**src/rtl/systolic_feeder_pkg.sv**
```systemverilog
// Shared definitions for the systolic feeder: FSM encoding, default sizes
// and the row-count width helper.
package systolic_feeder_pkg;

    localparam int DEF_W     = 8;
    localparam int DEF_LANES = 3;
    localparam int DEF_DEPTH = 8;

    // Width of one activation lane slice inside a packed row.
    localparam int LANE_W = DEF_W;

    typedef enum logic [2:0] {
        ST_IDLE   = 3'd0,
        ST_LOAD   = 3'd1,
        ST_CLEAR  = 3'd2,
        ST_STREAM = 3'd3,
        ST_DRAIN  = 3'd4
    } state_t;

    // Row counter must hold 0..depth inclusive.
    function automatic int count_width(input int depth);
        return $clog2(depth + 1);
    endfunction

endpackage

```
**src/rtl/systolic_feeder_skew_delay.sv**
```systemverilog
// Per-lane skew line: delays data and valid by STAGES cycles.
// STAGES = 0 is a plain wire so lane 0 sees the head register directly.
module skew_delay #(
    parameter int W      = 8,
    parameter int STAGES = 1
) (
    input  logic         clk,
    input  logic         rst,
    input  logic [W-1:0] d,
    input  logic         v,
    output logic [W-1:0] q,
    output logic         vq
);

    if (STAGES == 0) begin : g_pass
        logic unused_ok;
        assign unused_ok = clk ^ rst;
        assign q  = d;
        assign vq = v;
    end else begin : g_pipe
        logic [W-1:0]      dsr [STAGES];
        logic [STAGES-1:0] vsr;

        // Shift data and valid together; reset empties the line.
        // NOTE: sequential state uses non-blocking assignments so every stage
        // samples its predecessor's value from before the clock edge.
        always_ff @(posedge clk or negedge rst) begin
            if (!rst) begin
                for (int s = 0; s < STAGES; s++) dsr[s] <= '0;
                vsr <= '0;
            end else begin
                dsr[0] <= d;
                vsr[0] <= v;
                for (int s = 1; s < STAGES; s++) begin
                    dsr[s] <= dsr[s-1];
                    vsr[s] <= vsr[s-1];
                end
            end
        end

        assign q  = dsr[STAGES-1];
        assign vq = vsr[STAGES-1];
    end

endmodule

```
**src/rtl/systolic_feeder.sv**
```systemverilog
// Feed stage for the MAC column: buffers one tile of rows, then streams it
// out with lane i delayed by i cycles, preceded by a one-cycle clear.
module systolic_feeder
    import systolic_feeder_pkg::*;
#(
    parameter int W     = LANE_W,
    parameter int LANES = DEF_LANES,
    parameter int DEPTH = DEF_DEPTH
) (
    input  logic               clk,
    input  logic               rst,
    input  logic               in_valid,
    output logic               in_ready,
    input  logic [LANES*W-1:0] in_data,
    input  logic               in_last,
    output logic [LANES*W-1:0] a_out,
    output logic [LANES-1:0]   valid_out,
    output logic               clear,
    output logic               busy,
    output logic               tile_done
);

    localparam int CW = count_width(DEPTH);
    localparam int PW = $clog2(DEPTH);
    localparam int DW = (LANES > 1) ? $clog2(LANES) : 1;
    localparam logic [CW-1:0] DEPTH_C    = CW'(DEPTH);
    localparam logic [DW-1:0] DRAIN_LAST = DW'(LANES - 1);

    state_t             state, state_nx;
    logic [CW-1:0]      count, count_nx;
    logic [CW-1:0]      rd, rd_nx;
    logic [DW-1:0]      dr, dr_nx;
    logic               accept, issue, done_nx, ready_nx;
    logic [PW-1:0]      wr_idx;
    logic [LANES*W-1:0] row_buf [DEPTH];
    logic [LANES*W-1:0] head_data;
    logic               head_valid;

    assign accept = in_valid && in_ready;
    // A tile's rows leave the buffer during CLEAR (row 0) and STREAM (rows 1..K-1).
    assign issue  = (state == ST_CLEAR) || (state == ST_STREAM);
    assign wr_idx = (state == ST_IDLE) ? '0 : count[PW-1:0];

    // Next-state, counters and next values of the registered outputs.
    // NOTE: every variable gets a default at the top so no path infers a latch.
    always_comb begin
        state_nx = state;
        count_nx = count;
        rd_nx    = rd;
        dr_nx    = '0;
        done_nx  = 1'b0;
        case (state)
            ST_IDLE: begin
                rd_nx = '0;
                if (accept) begin
                    count_nx = CW'(1);
                    state_nx = in_last ? ST_CLEAR : ST_LOAD;
                end
            end
            ST_LOAD: begin
                if (accept) begin
                    count_nx = count + 1'b1;
                    // in_last and a full buffer collapse into one end-of-tile event.
                    if (in_last || count_nx == DEPTH_C) state_nx = ST_CLEAR;
                end
            end
            ST_CLEAR, ST_STREAM: begin
                rd_nx    = rd + 1'b1;
                state_nx = (rd == count - 1'b1) ? ST_DRAIN : ST_STREAM;
            end
            ST_DRAIN: begin
                if (dr == DRAIN_LAST) begin
                    state_nx = ST_IDLE;
                    done_nx  = 1'b1;
                    count_nx = '0;
                    rd_nx    = '0;
                end else begin
                    dr_nx = dr + 1'b1;
                end
            end
            default: state_nx = ST_IDLE;
        endcase
        // in_ready stays low for the tile_done cycle and rises one cycle later.
        ready_nx = (state_nx == ST_LOAD) || (state_nx == ST_IDLE && state == ST_IDLE);
    end

    // State, counters, registered outputs and the skew-line head register.
    always_ff @(posedge clk or negedge rst) begin
        if (!rst) begin
            state      <= ST_IDLE;
            count      <= '0;
            rd         <= '0;
            dr         <= '0;
            in_ready   <= 1'b0;
            clear      <= 1'b0;
            busy       <= 1'b0;
            tile_done  <= 1'b0;
            head_data  <= '0;
            head_valid <= 1'b0;
        end else begin
            state      <= state_nx;
            count      <= count_nx;
            rd         <= rd_nx;
            dr         <= dr_nx;
            in_ready   <= ready_nx;
            clear      <= (state_nx == ST_CLEAR);
            busy       <= (state_nx != ST_IDLE);
            tile_done  <= done_nx;
            head_valid <= issue;
            head_data  <= issue ? row_buf[rd[PW-1:0]] : '0;
        end
    end

    // Row buffer write port.
    // NOTE: the buffer has no reset; each entry is written before it is read
    // within a tile, and a reset restarts the FSM so stale rows are never issued.
    always_ff @(posedge clk) begin
        if (accept) row_buf[wr_idx] <= in_data;
    end

    for (genvar i = 0; i < LANES; i++) begin : g_lane
        skew_delay #(
            .W      (W),
            .STAGES (i)
        ) u_skew (
            .clk (clk),
            .rst (rst),
            .d   (head_data[i*W +: W]),
            .v   (head_valid),
            .q   (a_out[i*W +: W]),
            .vq  (valid_out[i])
        );
    end

endmodule

```
**config.mk**
```make
export PLATFORM = sky130hd
export DESIGN_NAME = systolic_feeder
export DESIGN_NICKNAME = d
export VERILOG_FILES = /design/src/rtl/systolic_feeder_pkg.sv /design/src/rtl/systolic_feeder_skew_delay.sv /design/src/rtl/systolic_feeder.sv
export SDC_FILE = /design/constraint.sdc
export NUM_CORES = 1
export LEC_CHECK = 0
export ABC_CLOCK_PERIOD_IN_PS = 3000
export CAP_MARGIN = 10
export CORE_MARGIN = 4
export CORE_UTILIZATION = 45
export CTS_CLUSTER_SIZE = 40
export DETAILED_ROUTE_END_ITERATION = 16
export HOLD_SLACK_MARGIN = 0.06
export PLACE_DENSITY = 0.66
export SYNTH_ARGS = -nofsm -noshare
export SYNTH_HDL_FRONTEND = slang
export SYNTH_SLANG_ARGS = --single-unit
```
**constraint.sdc**
```tcl
create_clock -name clk -period 3 [get_ports clk]
set_clock_uncertainty 0.15 [all_clocks]
set_input_delay 0.75 -clock clk [delete_from_list [all_inputs] [get_ports clk]]
set_output_delay 0.75 -clock clk [all_outputs]
set_load 0.05 [all_outputs]
```
; ---- Word level (Yosys, flattened, before mapping)
; Memories as Yosys holds them, arrays and structs flattened.
; Cells that the tools add are included.
[word_totals]
ramBits = 192
ff_bits = 69
memories = 1
word_cells = 65
out_inout_bits = 31
[memory_table]
columns = memory, words, word_bits, rd, rd_ports_with_merged_regs, write_ports, line_no
row1 = row_buf, 8, 24, 1, 0, 1, systolic_feeder.sv:35  ; logic [LANES*W-1:0] row_buf [DEPTH];
[classes]
eq_ne = 12
muxes = 20
add_sub_neg = 4
reduce_logical = 13
[op_table]
columns = op, count
row1 = two-way mux 24 bit, 1
row2 = one-hot mux 4 bit (3 select lines), 2
row3 = two-way mux 3 bit, 6
row4 = two-way mux 4 bit, 3
row5 = one-hot mux 3 bit (4 select lines), 1
row6 = equality test 3 x 2 -> 1 bit (second input constant), 3
row7 = nonzero test 3 bit, 3
row8 = adder 4 x 1 -> 4 bit (second input constant), 2
row9 = equality test 3 x 1 -> 1 bit (second input constant), 2
row10 = logical NOT 3 bit, 2
row11 = two-way mux 2 bit, 3
row12 = inequality test 2 bit (second input constant), 3
row13 = equality test 4 bit, 1
row14 = equality test 4 bit (second input constant), 1
row15 = two-way mux 1 bit, 4
row16 = AND reduction 4 bit, 1
row17 = subtractor 4 x 1 -> 4 bit (second input constant), 1
row18 = equality test 3 bit (second input constant), 1
row19 = logical OR 1 bit, 3
row20 = adder 2 x 1 -> 2 bit (second input constant), 1
row21 = equality test 2 bit (second input constant), 1
row22 = logical AND 1 bit, 2
row23 = AND reduction 2 bit, 1
row24 = OR reduction 2 bit, 1

; ---- Depth between registers and ports, before layout
[logic_depth]
word_depth = 9
ltp_mapped = 7
mapped_depth_nobuf = 6

; ---- Cells and area by module
; A second synthesis with hierarchy kept.
[unflattened]
hier_cells = 488
hier_area_um2 = 9714.3
[modules_own_cells]
columns = mod, instances, area_per_inst_um2, cells_per_inst
row1 = systolic_feeder, 1, 8911.0, 444
row2 = skew_delay (g_lane[2].u_skew), 1, 510.5, 26
row3 = skew_delay (g_lane[1].u_skew), 1, 225.2, 9
row4 = skew_delay (g_lane[0].u_skew), 1, 67.6, 9

; ---- Worst setup path after synthesis
; OpenSTA, ideal clock, no wires.
[synth_path]
kind = register -> register
start = reg in_ready
end = mem row_buf[2][0] (netlist bit) (enable)
path_slack_ns = -0.461
path_buffers = 0
stages_incl_launch_ff = 5
period_less_slack_ns = 3.461
arrival_time_ns = 2.876
setup_time_ns = 0.435
t_required_ns = 2.415
cell_sequence = dfrtp_1 -> nand2_1 -> nor2_1 -> nand2_1 -> nor3_1
[synth_between]
elab_chain_cells = 3
[synth_rtl]
columns = element, line_no
row1 = start: declaration, systolic_feeder.sv:13  ; output logic in_ready,
row2 = start signal: assignment, systolic_feeder.sv:105  ; in_ready <= ready_nx;
row3 = logical AND 1 bit, systolic_feeder.sv:39  ; assign accept = in_valid && in_ready;
row4 = two-way mux 1 bit, systolic_feeder.sv:118  ; if (accept) row_buf[wr_idx] <= in_data;
row5 = two-way mux 1 bit (implied by the code), systolic_feeder.sv:118
row6 = end: declaration, systolic_feeder.sv:35
; Every way passes these cells.

; ---- Final worst setup path
[layout_path]
start = reg in_ready
end = out in_ready
; No word-level cell between the ends.

==> metrics <==
Top delay family on crit path=buffers and inverters; Design Power=11.0 mW; crit path cell chain=clkdlybuf4s50_1; worst slew pin tran=824 ps; post-DR wirelength/cell=between 15 and 20 µm; Die Ht=155 µm; Clock Latency Late Sink=around 520 ps; RSZ-0062 raised after global routing=no; hold_ws=172 ps; layout net count=about 580; Period minus WS final=2630 ps; Leak=approximately 4.0 nW; Unique masters post-synth=38; IO Pins=59; drt pass-1 iters=4; DP Worst Slack=384 ps; Yosys warning count=0; CP Launch Type=flip-flop; initial detailed-routing violation count=between 300 and 400; flop2flop setup slack=710 ps; final hold violation count=0; Critical Path RT=about 2100 ps; Resize count post-CTS=0; Final period util=0.875; H-tree levels=1; Post-Syn Instances=between 400 and 500; Setup WS post-layout=roughly 370 ps; root buffer cell=clkbuf_16; slew margin rel.=0.451; DR vias/cell=slightly above 5; first-pass GRT wire length=around 27000 µm; Core Util, Final=0.548; Placeable Area=0.0211 mm²; vias in the first global route=between 4000 and 5000; GRT overflow=0; final setup TNS=0 ps; detailed-placement wirelength estimate=around 9900 µm; initial antenna violation count=0; fin. max-slew vios=0; Clock transition at path regs=60 ps; Post-CTS Setup Repair Bufs=0; most frequent cell after synthesis=edfxtp_1; EDFF count, synth=between 150 and 200; Total GRT Usage=0.143; Max-cap violations=0; share of layout cells above drive strength 1=0.219; Fill cells=1592; area leader, netlist=edfxtp_1; std cell rows=53; largest net degree at the start of global routing=between 60 and 70; asr flop ratio synth=0.262; DRC=0; worst path bufs/invs=1; CTS tree=yes; VDD IR-drop max=between 0.0004 and 0.0005 V; top post-synthesis cells by area=edfxtp_1 (60%), dfrtp_1 (18%), mux4_2 (11%); cts hold-fix bufs=0; fmax=about 380 MHz; ANT cells=0; Yosys top cell area share=0.597; die width=between 150 and 200 µm; Worst path slowest cell=clkdlybuf4s50_1; GPL Wtd Cong=about 0.72; Layout area overhead=19.5%; Synth Cell Area=around 0.0097 mm²; Synth Register Bits=260; via count=~4300; Longest Clk Path Bufs=3; CP endpoint kind=output pin; post-synthesis sequential area ratio=0.773; worst-path fanout max=4; P per Cell Area=951 mW/mm²; Layout Cells excl Fill=840; final WL=16500 µm; CTS Buf Count=27; Final setup viols=0; Initial Util=0.458; CP arrival=around 1700 ps; Synth Area per Inst=~20 µm²; top_reg_cell synth=edfxtp_1; design area=0.0115 mm²; die area=0.0239 mm²; most frequent cells after synthesis=edfxtp_1 (192), dfrtp_1 (68), mux4_2 (48); outcome=finished clean; Min-Delay Path Class=primary input to asynchronous set/reset pin; critical path class=flip-flop to output pin; placed cells=791; Final ANT Viol Nets=0; dpl cell area=about 0.011 mm²; CTS sink cnt=260; slowest stage delay, CP=about 820 ps; IO buf count=slightly below 60; Syn Nets=approximately 510
## cells by family after synthesis
group	count (synthesis)	share of synthesized area
compound gates	23	0.0175
fa+ha+maj	3	0.00388
mux	73	0.138
simple gates	68	0.0337
buf+inv	39	0.0262
xor+xnor	9	0.00816
flops	260	0.773
## state kept, by name, indices dropped and copies added, names as in the netlist, 2 cells and up
name and cells:
g_lane.u_skew.q 16, count 4, head_data 24, dr 2
g_lane.u_skew.g_pipe.dsr 8, row_buf 192, state 3, g_lane.u_skew.g_pipe.vsr 2
rd 4
## layer usage
layer	part of all wire	wire length [µm]	global-route usage
met5	0	0	0
met4	0.015	247	0.0357
met3	0.044	721	0.0252
met2	0.51	8440	0.241
met1	0.43	7100	0.196
## area by class of cell
class	instances	area [µm²]	share of cell area
sequential	260	7470	0.647
multi-input combinational	176	1970	0.171
timing repair buffer	75	806	0.0698
clock buffer	32	736	0.0637
tap	275	344	0.0298
clock inverter	17	198	0.0171
inverter	5	18.8	0.00163
## power by group
| part | internal, mW | switching (mW) | leakage [nW] |
|---|---|---|---|
| combinational | 1.25 | 1.47 | 0.900 |
| sequential | 4.41 | 0.446 | 2.62 |
| clock | 2.10 | 1.30 | 0.463 |
## worst paths after layout
check / to / depth (start not counted) / startpoint
max reg2reg: head_data[13] / 4 / rd[0]
min: dr[0] / 1 / rst
max in group asynchronous: head_data[5] / 2 / rst
max: in_ready / 1 / in_ready
min reg2reg: g_lane[2].u_skew.q[6] / 0 / g_lane[2].u_skew.g_pipe.dsr[14]
min in group clk: g_lane[2].u_skew.q[6] / 0 / g_lane[2].u_skew.g_pipe.dsr[14]
## placed cells by master, fill, tap and decap left out, drive strengths merged, types with 2 or more instances in the layout
cell type        n
ha               3
nand2b           4
nor2            39
mux4            48
clkinv          12
nand3            3
a21oi            2
xnor2            9
dfrtp           68
a22o             4
mux2i           24
clkdlybuf4s50   57
edfxtp         192
a21o             2
nor3             4
clkbuf          32
inv              6
nand2           10
o21ai            6
buf             18
nand3b           2
bufinv           4
No activity file was read; power rests on OpenSTA's default activity.
